## src/rtl/mlp_loader_pkg.sv

```systemverilog
// mlp_loader_pkg
//   Shared types and default sizing for the printed-MLP feature loader.
//   state_t     : loader FSM state encoding (2 bits)
//   DEF_*       : default feature count, feature width, class width,
//                 settle time and flat classifier vector width
package mlp_loader_pkg;

  typedef enum logic [1:0] {
    LOAD   = 2'd0,
    SETTLE = 2'd1,
    RESULT = 2'd2
  } state_t;

  localparam int DEF_N_FEAT     = 11;
  localparam int DEF_FEAT_W     = 4;
  localparam int DEF_CLASS_W    = 3;
  localparam int DEF_SETTLE_CYC = 2;
  localparam int DEF_VEC_W      = DEF_N_FEAT * DEF_FEAT_W;

endpackage

```

## src/rtl/mlp_feature_loader.sv

```systemverilog
// mlp_feature_loader
//   Sequential wrapper around a combinational printed-MLP classifier core.
//   Collects N_FEAT features from a valid/ready stream, presents them as one
//   registered flat vector to the classifier, waits SETTLE_CYC cycles for the
//   core to settle, captures the class index and offers it on a valid/ready
//   result port.
//
// Ports
//   clk, rst               clock, synchronous active-high reset
//   feat_valid/feat_ready  feature stream handshake
//   feat_data              feature value, feature 0 first
//   clf_inp                registered vector to the classifier core
//                          (feature k at bits [k*FEAT_W +: FEAT_W])
//   clf_out                class index from the classifier core
//   res_valid/res_ready    result handshake
//   res_class              captured class index
//   busy                   high while not idle in LOAD with an empty stage
//
// Build option
//   MLP_LOADER_OVERLAP_EN  when defined, features 0..N_FEAT-2 of the next
//                          vector may be staged during SETTLE and RESULT.
//
// State   | meaning
// --------+-------------------------------------------------------------
// LOAD    | accepting features; the last one loads clf_inp
// SETTLE  | clf_inp held stable while the classifier settles
// RESULT  | captured class presented until the consumer takes it
module mlp_feature_loader
  import mlp_loader_pkg::*;
#(
  parameter int N_FEAT     = DEF_N_FEAT,
  parameter int FEAT_W     = DEF_FEAT_W,
  parameter int CLASS_W    = DEF_CLASS_W,
  parameter int SETTLE_CYC = DEF_SETTLE_CYC
) (
  input  logic                       clk,
  input  logic                       rst,
  input  logic                       feat_valid,
  input  logic [FEAT_W-1:0]          feat_data,
  output logic                       feat_ready,
  output logic [N_FEAT*FEAT_W-1:0]   clf_inp,
  input  logic [CLASS_W-1:0]         clf_out,
  output logic                       res_valid,
  output logic [CLASS_W-1:0]         res_class,
  input  logic                       res_ready,
  output logic                       busy
);

  localparam int STG_W = (N_FEAT - 1) * FEAT_W;
  localparam int IDX_W = $clog2(N_FEAT);
  localparam int CNT_W = $clog2(SETTLE_CYC + 1);

  localparam logic [IDX_W-1:0] IDX_LAST = IDX_W'(N_FEAT - 1);
  localparam logic [CNT_W-1:0] CNT_LAST = CNT_W'(SETTLE_CYC - 1);
  localparam logic [CNT_W-1:0] CNT_MAX  = CNT_W'(SETTLE_CYC);

  state_t             state;
  state_t             state_nxt;
  logic [IDX_W-1:0]   feat_idx;
  logic [CNT_W-1:0]   settle_cnt;
  logic [STG_W-1:0]   staging;

  logic               feat_hs;
  logic               res_hs;
  logic               last_feat;
  logic               settle_done;

  assign feat_hs     = feat_valid & feat_ready;
  assign res_hs      = res_valid & res_ready;
  assign last_feat   = (feat_idx == IDX_LAST);
  assign settle_done = (state == SETTLE) && (settle_cnt == CNT_LAST);

  // FSM: state register
  always_ff @(posedge clk) begin
    if (rst) begin
      state <= LOAD;
    end else begin
      state <= state_nxt;
    end
  end

  // FSM: next-state logic
  always_comb begin
    state_nxt = state;
    case (state)
      LOAD: begin
        if (feat_hs && last_feat) begin
          state_nxt = SETTLE;
        end
      end
      SETTLE: begin
        if (settle_cnt == CNT_LAST) begin
          state_nxt = RESULT;
        end
      end
      RESULT: begin
        if (res_hs) begin
          state_nxt = LOAD;
        end
      end
      default: state_nxt = LOAD;
    endcase
  end

  // FSM: outputs
  always_comb begin
    feat_ready = 1'b0;
    case (state)
      LOAD: feat_ready = 1'b1;
      default: begin
`ifdef MLP_LOADER_OVERLAP_EN
        // Only pre-stage; the last feature must wait for LOAD so that
        // clf_inp never moves under an in-flight inference.
        feat_ready = (feat_idx < IDX_LAST);
`else
        feat_ready = 1'b0;
`endif
      end
    endcase
  end

  assign busy = (state != LOAD) || (feat_idx != '0);

  // Datapath: staging, classifier vector, settle timer, result capture
  always_ff @(posedge clk) begin
    if (rst) begin
      feat_idx   <= '0;
      settle_cnt <= '0;
      staging    <= '0;
      clf_inp    <= '0;
      res_class  <= '0;
      res_valid  <= 1'b0;
    end else begin
      // feat_ready is low for the last slot outside LOAD, so a last-feature
      // handshake can only occur in LOAD.
      if (feat_hs) begin
        if (last_feat) begin
          clf_inp  <= {feat_data, staging};
          feat_idx <= '0;
        end else begin
          staging[int'(feat_idx) * FEAT_W +: FEAT_W] <= feat_data;
          feat_idx <= feat_idx + IDX_W'(1);
        end
      end

      if (feat_hs && last_feat) begin
        settle_cnt <= '0;
      end else if ((state == SETTLE) && (settle_cnt != CNT_MAX)) begin
        settle_cnt <= settle_cnt + CNT_W'(1);
      end

      if (settle_done) begin
        res_class <= clf_out;
        res_valid <= 1'b1;
      end else if (res_hs) begin
        res_valid <= 1'b0;
      end
    end
  end

endmodule
```

## config.mk

```make
export PLATFORM = sky130hd
export DESIGN_NAME = mlp_feature_loader
export DESIGN_NICKNAME = d
export VERILOG_FILES = /design/src/rtl/mlp_loader_pkg.sv /design/src/rtl/mlp_feature_loader.sv
export SDC_FILE = /design/constraint.sdc
export NUM_CORES = 1
export LEC_CHECK = 0
export ABC_AREA = 1
export BUFFER_PORTS_ARGS = -buffer_cell sky130_fd_sc_hd__buf_2
export CAP_MARGIN = 0
export CELL_PAD_IN_SITES_DETAIL_PLACEMENT = 1
export CELL_PAD_IN_SITES_GLOBAL_PLACEMENT = 2
export CORE_MARGIN = 2
export CORE_UTILIZATION = 32
export CTS_CLUSTER_SIZE = 28
export DETAILED_ROUTE_END_ITERATION = 7
export HOLD_SLACK_MARGIN = 0.08
export PLACE_DENSITY = 0.89
export SLEW_MARGIN = 10
export SYNTH_ARGS = -nofsm -noshare
export SYNTH_HDL_FRONTEND = slang
export SYNTH_SLANG_ARGS = --single-unit
```

## constraint.sdc

```tcl
create_clock -name clk -period 2.45 [get_ports clk]
set_clock_uncertainty 0.05 [all_clocks]
set_input_delay 0.245 -clock clk [delete_from_list [all_inputs] [get_ports clk]]
set_output_delay 0.245 -clock clk [all_outputs]
set_load 0.02 [all_outputs]
```

Yosys cells after proc, flatten, opt, wreduce, memory -nomap -nowiden
Cells that the tools add are included.

Logic and storage cells: 44. Output and inout bits: 50. Input bits: 11. Register bits: 96.

Shift-type cells: 2. $add $sub $neg: 3. Equal/unequal tests: 8. Reduce and logical (&&, ||, !) cells: 12. Mux-type cells: 9. Bitwise gates (word level): 3.

Operators by type and width (number): 40-bit bitwise mux (1); 4-bit by 33-bit variable shift with 40-bit output, first input constant (1); 4-bit by 33-bit indexed part select with 40-bit output (1); 6-bit negator with 33-bit output (1); 2-bit != test, second input constant (4); 2-bit 2-to-1 mux (3); 2-bit case mux with 3 select lines (1); 4-bit by 1-bit adder with 4-bit output, second input constant (1); 2-bit by 1-bit equality test with 1-bit output, second input constant (2); 4-bit equality test, second input constant (1); 4-bit 2-to-1 mux (1); 2-bit AND reduction (2); 2-bit nonzero test (2); 4-bit nonzero test (1); 1-bit logical AND (3); 1-bit 2-to-1 mux (3); 3-bit AND reduction (1); 2-bit by 1-bit adder with 2-bit output, second input constant (1); 1-bit bitwise AND (2); 2-bit equality test, second input constant (1); 2-bit zero test (1); 2-bit OR reduction (1); 1-bit logical OR (1); 1-bit inverter (1).

Longest topological paths before layout
Gate-level depths: netlist of the first run.

Depth in word-level cells: 6. Depth in mapped cells: 13. Depth with buffers taken out: 11.

Worst setup path after synthesis of the first run
No wires, ideal clock.

Path kind: reg-to-reg. Start: reg feat_idx[0]. End: reg staging[16]. Period minus slack after synthesis: 2.008 ns. Required time: 2.336 ns. Stages on the path, launching flop included: 12. Arrival: 1.894 ns. Buffers on the path: 4. Path slack: 0.442 ns. Library setup time: 0.064 ns. Cells stage by stage: dfxtp_1 -> buf_2 -> inv_1 -> buf_4 -> ha_1 -> buf_2 -> inv_1 -> buf_2 -> nand4_1 -> nor2_1 -> nor2_1 -> nor2_1.

Cells in the longest elaborated chain, start to end: 3. Elaborated cells on any way between the ends: 7. Classes of those cells: add/sub (1); eq/ne (1); shift (2); mux (1); bitwise (1); reduce/logical (1).

RTL lines: from (decl) (line mlp_feature_loader.sv:59) `logic [IDX_W-1:0] feat_idx;`; from (signal assigned) (line mlp_feature_loader.sv:142) `feat_idx <= feat_idx + IDX_W'(1);`; 6-bit negator with 33-bit output / 4-bit equality test (equally long branches) (line mlp_feature_loader.sv:141, mlp_feature_loader.sv:70); 4-bit by 33-bit indexed part select with 40-bit output (tied with other cells) (line mlp_feature_loader.sv:141) `staging[int'(feat_idx) * FEAT_W +: FEAT_W] <= feat_data;`; 40-bit bitwise mux / 2-bit AND reduction (equally long branches); to (signal, indexed assignment) (line mlp_feature_loader.sv:141); to (decl) (line mlp_feature_loader.sv:61) `logic [STG_W-1:0] staging;`.

Several ways; a longest one is shown, not always the timed one. A chain may end at the register's enable or synchronous reset.

Worst setup path after layout of the first run
Start: reg feat_idx[0]. End: reg staging[31].

Same word-level chain as after synthesis.

==> results of run 1 <==
-- tightest hold or removal path: stages --
cell                      delay [ns]
sky130_fd_sc_hd__buf_2          0.10
sky130_fd_sc_hd__nand3_1        0.06
sky130_fd_sc_hd__a21oi_1        0.06
-- placed cells by master, fill, tap and decap left out, types with 4 or more instances in the layout --
| master | synthesis | layout |
|---|---|---|
| sky130_fd_sc_hd__nor2_1 | 137 | 137 |
| sky130_fd_sc_hd__nand4_1 | 4 | 4 |
| sky130_fd_sc_hd__nor3_1 | 10 | 10 |
| sky130_fd_sc_hd__buf_2 | 5 | 60 |
| sky130_fd_sc_hd__buf_4 | 1 | 6 |
| sky130_fd_sc_hd__nand3_1 | 29 | 29 |
| sky130_fd_sc_hd__inv_1 | 42 | 42 |
| sky130_fd_sc_hd__nand3b_1 | 5 | 5 |
| sky130_fd_sc_hd__dfxtp_1 | 96 | 96 |
| sky130_fd_sc_hd__nand2_4 | 4 | 4 |
| sky130_fd_sc_hd__ha_1 | 7 | 7 |
| sky130_fd_sc_hd__o21ai_0 | 61 | 61 |
| sky130_fd_sc_hd__a21oi_1 | 37 | 37 |
| sky130_fd_sc_hd__nand2_1 | 68 | 68 |
| sky130_fd_sc_hd__clkbuf_16 | 0 | 9 |
-- per-layer routing --
metal,vias up,track usage [%],routed length (µm)
met5,-,0,0
met4,0,7.390,187
met3,14,3.243,506
met2,77,26.78,4824
met1,1698,22.25,5132
li1,1855,-,-
-- worst max-delay path by stage --
stage / startpoint / endpoint / slack (ns) / depth (start not counted)
finish: feat_idx[0]$_SDFFE_PP0P_ / staging[31]$_SDFFE_PP0P_ / 0.40 / 8
CTS: feat_idx[0]$_SDFFE_PP0P_ / staging[31]$_SDFFE_PP0P_ / 0.37 / 8
global route: feat_idx[1]$_SDFFE_PP0P_ / staging[31]$_SDFFE_PP0P_ / 0.16 / 10
detailed placement: feat_idx[1]$_SDFFE_PP0P_ / staging[31]$_SDFFE_PP0P_ / 0.39 / 10
global placement: feat_idx[0]$_SDFFE_PP0P_ / staging[28]$_SDFFE_PP0P_ / 0.45 / 8
floorplan: feat_idx[0]$_SDFFE_PP0P_ / staging[16]$_SDFFE_PP0P_ / 0.44 / 11
-- registers in the layout, summed over array words and instances, names as in the netlist --
signal and cells:
clf_inp 44, staging 40, feat_idx 4, res_class 3, settle_cnt 2, state 2, res_valid 1
-- through the flow --
stage               util (%)  cell area [µm²]
floorplan                  -             3978
global placement       37.02             4466
detailed placement     37.02             4466
CTS                    39.60             4776
global route           39.60             4776
finish                 39.60             4776
-- Yosys cell counts --
| master | instances |
|---|---|
| sky130_fd_sc_hd__nand2_1 | 68 |
| sky130_fd_sc_hd__o21ai_0 | 61 |
| sky130_fd_sc_hd__dfxtp_1 | 96 |
| sky130_fd_sc_hd__buf_1 | 2 |
| sky130_fd_sc_hd__buf_4 | 1 |
| sky130_fd_sc_hd__nor2_2 | 4 |
| sky130_fd_sc_hd__nor3b_1 | 2 |
| sky130_fd_sc_hd__nand2_2 | 3 |
| sky130_fd_sc_hd__nor2_8 | 1 |
| sky130_fd_sc_hd__nor3_1 | 10 |
| sky130_fd_sc_hd__nor2_1 | 137 |
| sky130_fd_sc_hd__nor3_2 | 1 |
| sky130_fd_sc_hd__nand3_1 | 29 |
| sky130_fd_sc_hd__inv_1 | 42 |
| sky130_fd_sc_hd__clkbuf_1 | 14 |
| sky130_fd_sc_hd__nand4_1 | 4 |
| sky130_fd_sc_hd__a21oi_1 | 37 |
| sky130_fd_sc_hd__nand3_2 | 1 |
| sky130_fd_sc_hd__nand2_4 | 4 |
| sky130_fd_sc_hd__buf_2 | 5 |
| sky130_fd_sc_hd__inv_2 | 1 |
| sky130_fd_sc_hd__a211oi_1 | 1 |
| sky130_fd_sc_hd__or2_2 | 1 |
| sky130_fd_sc_hd__nand3b_1 | 5 |
| sky130_fd_sc_hd__nor2_4 | 2 |
| sky130_fd_sc_hd__nand4_2 | 1 |
| sky130_fd_sc_hd__clkinv_1 | 1 |
| sky130_fd_sc_hd__ha_1 | 7 |
-- power by group --
part           internal [mW]  switching (mW)  leakage (nW)
Sequential              1.57         0.00606         0.774
Clock                  0.884           0.601         0.147
Combinational         0.0689           0.183          1.35
-- area by class of cell --
type                    count  area, µm²
well taps                 168      210.2
inverters                  44      165.2
flip-flops and latches     96       1922
fillers                  1500       7286
repair buffers             67      365.4
clock buffers               9      225.2
multi-input cells         379       1803
clock inverters             6      85.08
-- cell families after synthesis --
kind of cell,synth area share [%]
DFF,48.32
and+or+nand+nor,30.48
buffers and inverters,6.480
AOI/OAI and AO/OA,12.52
adders and majority gates,2.202
==> load_flow_metrics.sql, run 1 <==
INSERT INTO impl_metrics (metric_group, metric, value, unit) VALUES
('outcome', 'outcome', 'finished, final reports clean', ''),
('routing', 'route.final.wire_length', '10.65', 'mm'),
('setup_path', 'reg2reg_setup_slack', '0.40', 'ns'),
('clock_tree', 'holdBufCountCts', '0', ''),
('placed_design', 'detailedPlace.worstSlack', '0.3928', 'ns'),
('timing', 'timing.final.hold_violations', '0', ''),
('setup_path', 'cp_top_family', 'simple AND/OR/NAND/NOR gates', ''),
('routing', 'route.vias.total', '3644', ''),
('timing', 'fmax', '487.7', 'MHz'),
('die', 'dieWidth', '115.5', 'µm'),
('die', 'floorplan.die_area', '0.01334', 'mm²'),
('clock_tree', 'cts.reportedPaths.clkPinSlew', '0.07', 'ns'),
('routing', 'detailedRoute.firstIterationViolations', '176', ''),
('power_and_ir_drop', 'vdd_ir_drop_max', '296.9', 'µV'),
('cells_and_area', 'fin_cells', '769', ''),
('timing', 'final_max_slew_viol_count', '0', ''),
('clock_tree', 'numClockSinks', '96', ''),
('timing', 'grt_setup_unrepaired', 'false', ''),
('clock_tree', 'cts_max_level', '3', ''),
('die', 'core_region_area', '0.01206', 'mm²'),
('setup_path', 'critPathBufInv', '2', ''),
('routing', 'post_drt_wl_per_cell', '13.85', 'µm'),
('min_path', 'min_to', 'res_class[0]$_SDFFE_PP0P_', ''),
('clock_tree', 'cell_at_the_root_of_the_clock_tree', 'sky130_fd_sc_hd__clkbuf_16', ''),
('synth', 'number_of_cells_produced_by_synthesis', '541', ''),
('global_route', 'grt_antenna_before_repair', '0', ''),
('clock_tree', 'cts_post_setup_buffers_inserted', '0', ''),
('run', 'maximum_capacitance_violations', '0', ''),
('routing', 'drt.antenna.violating_nets', '0', ''),
('power_and_ir_drop', 'power-per-cell-area', '693.8', 'mW/mm²'),
('die', 'number_of_standard_cell_rows_in_the_floorplan', '40', ''),
('global_route', 'vias_in_the_first_global_route', '3601', ''),
('global_route', 'largest_net_degree_at_the_start_of_global_routing', '80', ''),
('clock_tree', 'ctsLongestPathBuffers', '2', ''),
('setup_path', 'cp_slowest_stage_delay', '0.48', 'ns'),
('power_and_ir_drop', 'p_leak', '2.274', 'nW'),
('clock_tree', 'cts_tree', 'built', ''),
('placed_design', 'place_hpwl', '7.598', 'mm'),
('timing', 'final_ws_setup', '0.3994', 'ns'),
('placed_design', 'numPlacedInstances', '754', ''),
('setup_path', 'critical_path_peak_fanout', '9', ''),
('setup_path', 'timing.rr.start', 'feat_idx[0]$_SDFFE_PP0P_', ''),
('setup_path', 'cp-end-kind', 'flip-flop', ''),
('power_and_ir_drop', 'totalPowerFinal', '3.314', 'mW'),
('synth', 'synthTopCellsByArea', 'sky130_fd_sc_hd__dfxtp_1 48%, sky130_fd_sc_hd__nor2_1 13%, sky130_fd_sc_hd__o21ai_0 7.7%', ''),
('setup_path', 'crit_required', '2.64', 'ns'),
('synth', 'synth.cell_area', '0.003978', 'mm²'),
('setup_path', 'timing.reg2reg.worst_path_depth', '8', ''),
('die', 'floorplan.io_pins', '61', ''),
('placed_design', 'gp_routability_congestion', '0.8426', ''),
('synth', 'netlist-cell-type-count', '28', ''),
('min_path', 'min-delay-path-class', 'primary input to flip-flop', ''),
('timing', 'period_needed', '2.051', 'ns'),
('min_path', 'holdCritStartpoint', 'clf_out[0]', ''),
('synth', 'syn_area_per_cell', '7.352', 'µm²'),
('global_route', 'global_route_usage_sum', '16.82', '%'),
('timing', 'maxSlewHeadroom', '62.94', '%'),
('timing', 'layout_worst_path_cycle_share', '83.70', '%'),
('synth', 'synth_sequential_area_ratio', '48.32', '%'),
('setup_path', 'crit_arrival', '2.24', 'ns'),
('die', 'dieHeight', '115.5', 'µm'),
('clock_tree', 'clk-insertion-delay-late', '0.35', 'ns'),
('cells_and_area', 'syn2layout_area_growth', '20.07', '%'),
('clock_tree', 'ctsResizeCount', '0', ''),
('routing', 'vias_per_cell', '4.739', ''),
('timing', 'timing.hold.ws', '0.1118', 'ns'),
('global_route', 'wire_length_of_the_first_global_routing_pass', '17.69', 'mm'),
('synth', 'postSynthNetCount', '559', ''),
('routing', 'drc', '0', ''),
('setup_path', 'crit_path_top_delay_cell', 'sky130_fd_sc_hd__ha_1', ''),
('synth', 'synth_top_cell_area_share', '48.32', '%');
Note: power is estimated with default switching activity, not from simulation.
==> inputs of run 2 (changes only) <==
==> constraint.sdc (replaced) <==
create_clock -name clk -period 2.1 [get_ports clk]
set_clock_uncertainty 0.05 [all_clocks]
set_input_delay 0.21 -clock clk [delete_from_list [all_inputs] [get_ports clk]]
set_output_delay 0.21 -clock clk [all_outputs]
set_load 0.02 [all_outputs]
==> run 2 against run 1 <==
Critical path type is now flip-flop to output pin. Global-route usage up 0.78 points. Wire length increased by 2.9%. Setup slack got worse by 0.27 ns. Sequential cell count did not move. Clock power is 3% lower. Design area is 0.34% higher. Utilization grew 0.13 points. Count of clock-buffer cells in the layout up 2. Hold slack got worse by 0.020 ns. Register-to-register slack lost 0.23 ns.
==> load_flow_metrics.sql, run 2 (same netlist as run 1, synthesis figures left out) <==
INSERT INTO impl_metrics (metric_group, metric, value, unit) VALUES
('cells_and_area', 'largest_reg_flops', '44', ''),
('global_route', 'global_route_usage_sum', '17.61', '%'),
('power_and_ir_drop', 'p_leak', '2.271', 'nW'),
('setup_path', 'crit_path_top_delay_cell', 'sky130_fd_sc_hd__dfxtp_2', ''),
('timing', 'fmax', '507.9', 'MHz'),
('clock_tree', 'cts_max_level', '3', ''),
('run', 'maximum_capacitance_violations', '0', ''),
('routing', 'drc', '0', ''),
('die', 'floorplan.die_area', '0.01334', 'mm²'),
('setup_path', 'timing.critical_path.from_type', 'flip-flop', ''),
('cells_and_area', 'final_nets', '620', ''),
('clock_tree', 'clk-insertion-delay-late', '0.34', 'ns'),
('cells_and_area', 'layout.cells.most_common', 'sky130_fd_sc_hd__nor2_1', ''),
('setup_path', 'cp_slowest_stage_delay', '0.34', 'ns'),
('timing', 'final_max_slew_viol_count', '0', ''),
('clock_tree', 'cts_made_buffers', '9', ''),
('routing', 'detailedRoute.firstIterationViolations', '235', ''),
('global_route', 'wire_length_of_the_first_global_routing_pass', '18.55', 'mm'),
('placed_design', 'post_place_instance_area', '0.004496', 'mm²'),
('cells_and_area', 'syn2layout_area_growth', '20.48', '%'),
('die', 'dieHeight', '115.5', 'µm'),
('clock_tree', 'numClockSinks', '96', ''),
('cells_and_area', 'top_regs', 'clf_inp: 44 flops, staging: 40 flops, feat_idx: 4 flops', ''),
('setup_path', 'critical_path.cell_chain', 'inv_1 -> ha_2 -> nand2_2 -> nor2_1 -> nand2_1 -> buf_2', ''),
('global_route', 'globalRouteOverflowTotal', '0', ''),
('cells_and_area', 'fin_cells', '774', ''),
('cells_and_area', 'finish.instance_area', '0.004792', 'mm²'),
('timing', 'worstMarginPinSlew', '0.4471', 'ns'),
('timing', 'grt_setup_unrepaired', 'true', ''),
('clock_tree', 'cell_at_the_root_of_the_clock_tree', 'sky130_fd_sc_hd__clkbuf_16', ''),
('die', 'core_region_area', '0.01206', 'mm²'),
('die', 'dieWidth', '115.5', 'µm'),
('die', 'number_of_standard_cell_rows_in_the_floorplan', '40', ''),
('global_route', 'grt_antenna_before_repair', '0', ''),
('routing', 'route.vias.total', '3680', ''),
('placed_design', 'place_hpwl', '7.748', 'mm'),
('placed_design', 'numPlacedInstances', '758', ''),
('routing', 'route.final.wire_length', '10.96', 'mm'),
('setup_path', 'crit_arrival', '1.71', 'ns'),
('clock_tree', 'cts_tree', 'built', ''),
('routing', 'vias_per_cell', '4.755', ''),
('timing', 'layout_worst_path_cycle_share', '93.75', '%'),
('clock_tree', 'ctsLongestPathBuffers', '2', ''),
('global_route', 'vias_in_the_first_global_route', '3738', ''),
('timing', 'timing.final.hold_violations', '0', ''),
('die', 'effective_utilization_at_floorplan', '32.98', '%'),
('setup_path', 'cp_top_family', 'simple AND/OR/NAND/NOR gates', ''),
('setup_path', 'critPathBufInv', '2', ''),
('die', 'floorplan.io_pins', '61', ''),
('setup_path', 'cp-end-kind', 'output pin', ''),
('outcome', 'outcome', 'finished, final reports clean', ''),
('global_route', 'largest_net_degree_at_the_start_of_global_routing', '60', ''),
('routing', 'drt-pass1-iter-count', '4', ''),
('cells_and_area', 'final_layout_size_suffix_gt1_share', '18.98', '%'),
('routing', 'post_drt_wl_per_cell', '14.16', 'µm'),
('routing', 'drt.antenna.violating_nets', '0', ''),
('timing', 'timing.hold.ws', '0.09137', 'ns'),
('cells_and_area', 'regMostFlops', 'clf_inp', ''),
('cells_and_area', 'inserted_diodes', '0', ''),
('setup_path', 'timing_worst_setup_path_type', 'flip-flop to output pin', ''),
('power_and_ir_drop', 'power-per-cell-area', '754.1', 'mW/mm²'),
('setup_path', 'critical_path_peak_fanout', '5', ''),
('min_path', 'min-delay-path-class', 'primary input to flip-flop', ''),
('power_and_ir_drop', 'vdd_ir_drop_max', '316.6', 'µV'),
('clock_tree', 'holdBufCountCts', '0', ''),
('placed_design', 'port_buffers', '60', ''),
('timing', 'period_needed', '1.969', 'ns'),
('placed_design', 'gp_routability_congestion', '0.8534', ''),
('cells_and_area', 'layout.cells.most_common_list', '134 x sky130_fd_sc_hd__nor2_1, 94 x sky130_fd_sc_hd__dfxtp_1, 68 x sky130_fd_sc_hd__nand2_1', ''),
('timing', 'maxSlewHeadroom', '70.08', '%'),
('clock_tree', 'cts.reportedPaths.clkPinSlew', '0.06', 'ns'),
('setup_path', 'crit_required', '1.84', 'ns'),
('timing', 'setup_viol_count_final', '0', '');
run 2: metrics by stage:
step | total power, mW | worst slack, ns | utilization [%] | setup TNS [ns]
3_5_place_dp | 2.181 | -0.002483 | 37.27 | -0.002483
3_3_place_gp | 2.174 | 0.1191 | 37.27 | 0
4_1_cts | 3.637 | 0.004989 | 39.44 | 0
5_1_grt | 3.761 | -0.01045 | 39.73 | -0.02739
2_1_floorplan | 2.084 | 0.09197 | - | 0
6_report | 3.614 | 0.1313 | 39.73 | 0
run 2: metal layers:
| metal | track usage, % | vias to the layer above | routed length [µm] |
|---|---|---|---|
| li1 | - | 1859 | - |
| met1 | 22.86 | 1742 | 5241 |
| met2 | 29.63 | 67 | 5119 |
| met3 | 2.354 | 12 | 379 |
| met4 | 7.068 | 0 | 220 |
| met5 | 0 | - | 0 |
run 2: worst paths after layout:
| path | start | to | slack, ns | cells after the start |
|---|---|---|---|---|
| worst max-delay path | feat_idx[0]$_SDFFE_PP0P_ | busy | 0.13 | 6 |
| worst min-delay path | res_ready | res_valid$_SDFFE_PP0P_ | 0.09 | 4 |
| worst max register to register | feat_idx[1]$_SDFFE_PP0P_ | staging[26]$_SDFFE_PP0P_ | 0.17 | 7 |
| worst min register to register | staging[14]$_SDFFE_PP0P_ | clf_inp[14]$_SDFFE_PP0P_ | 0.41 | 2 |
run 2: worst register-to-register path, cell delays in order, from the launching register on:
cell and delay, ns:
sky130_fd_sc_hd__dfxtp_2 0.40, sky130_fd_sc_hd__inv_1 0.11, sky130_fd_sc_hd__ha_2 0.38, sky130_fd_sc_hd__clkinvlp_4 0.21, sky130_fd_sc_hd__nor2_2 0.36, sky130_fd_sc_hd__nand2_2 0.13
sky130_fd_sc_hd__nor2_1 0.13, sky130_fd_sc_hd__nor2_1 0.06
run 2: timing repair:
action	in CTS	in global routing
setup endpoints to repair	4	39
resized for setup	1	12
cloned	0	1
buffers inserted	0	0
pin swaps	0	1
run 2: area by class of cell:
class	count	area, µm²
Clock buffer	11	232.7
Clock inverter	4	22.52
Fill cell	1516	7269
Inverter	44	168.9
Multi-Input combinational cell	380	1838
Sequential cell	96	1924
Tap cell	168	210.2
Timing Repair Buffer	71	395.4
run 2: where the power goes:
group	internal, mW	switching, mW	total [mW]
combinational	0.0906	0.229	0.320
sequential	1.83	0.00885	1.84
clock	0.790	0.662	1.45
total	2.71	0.900	3.61
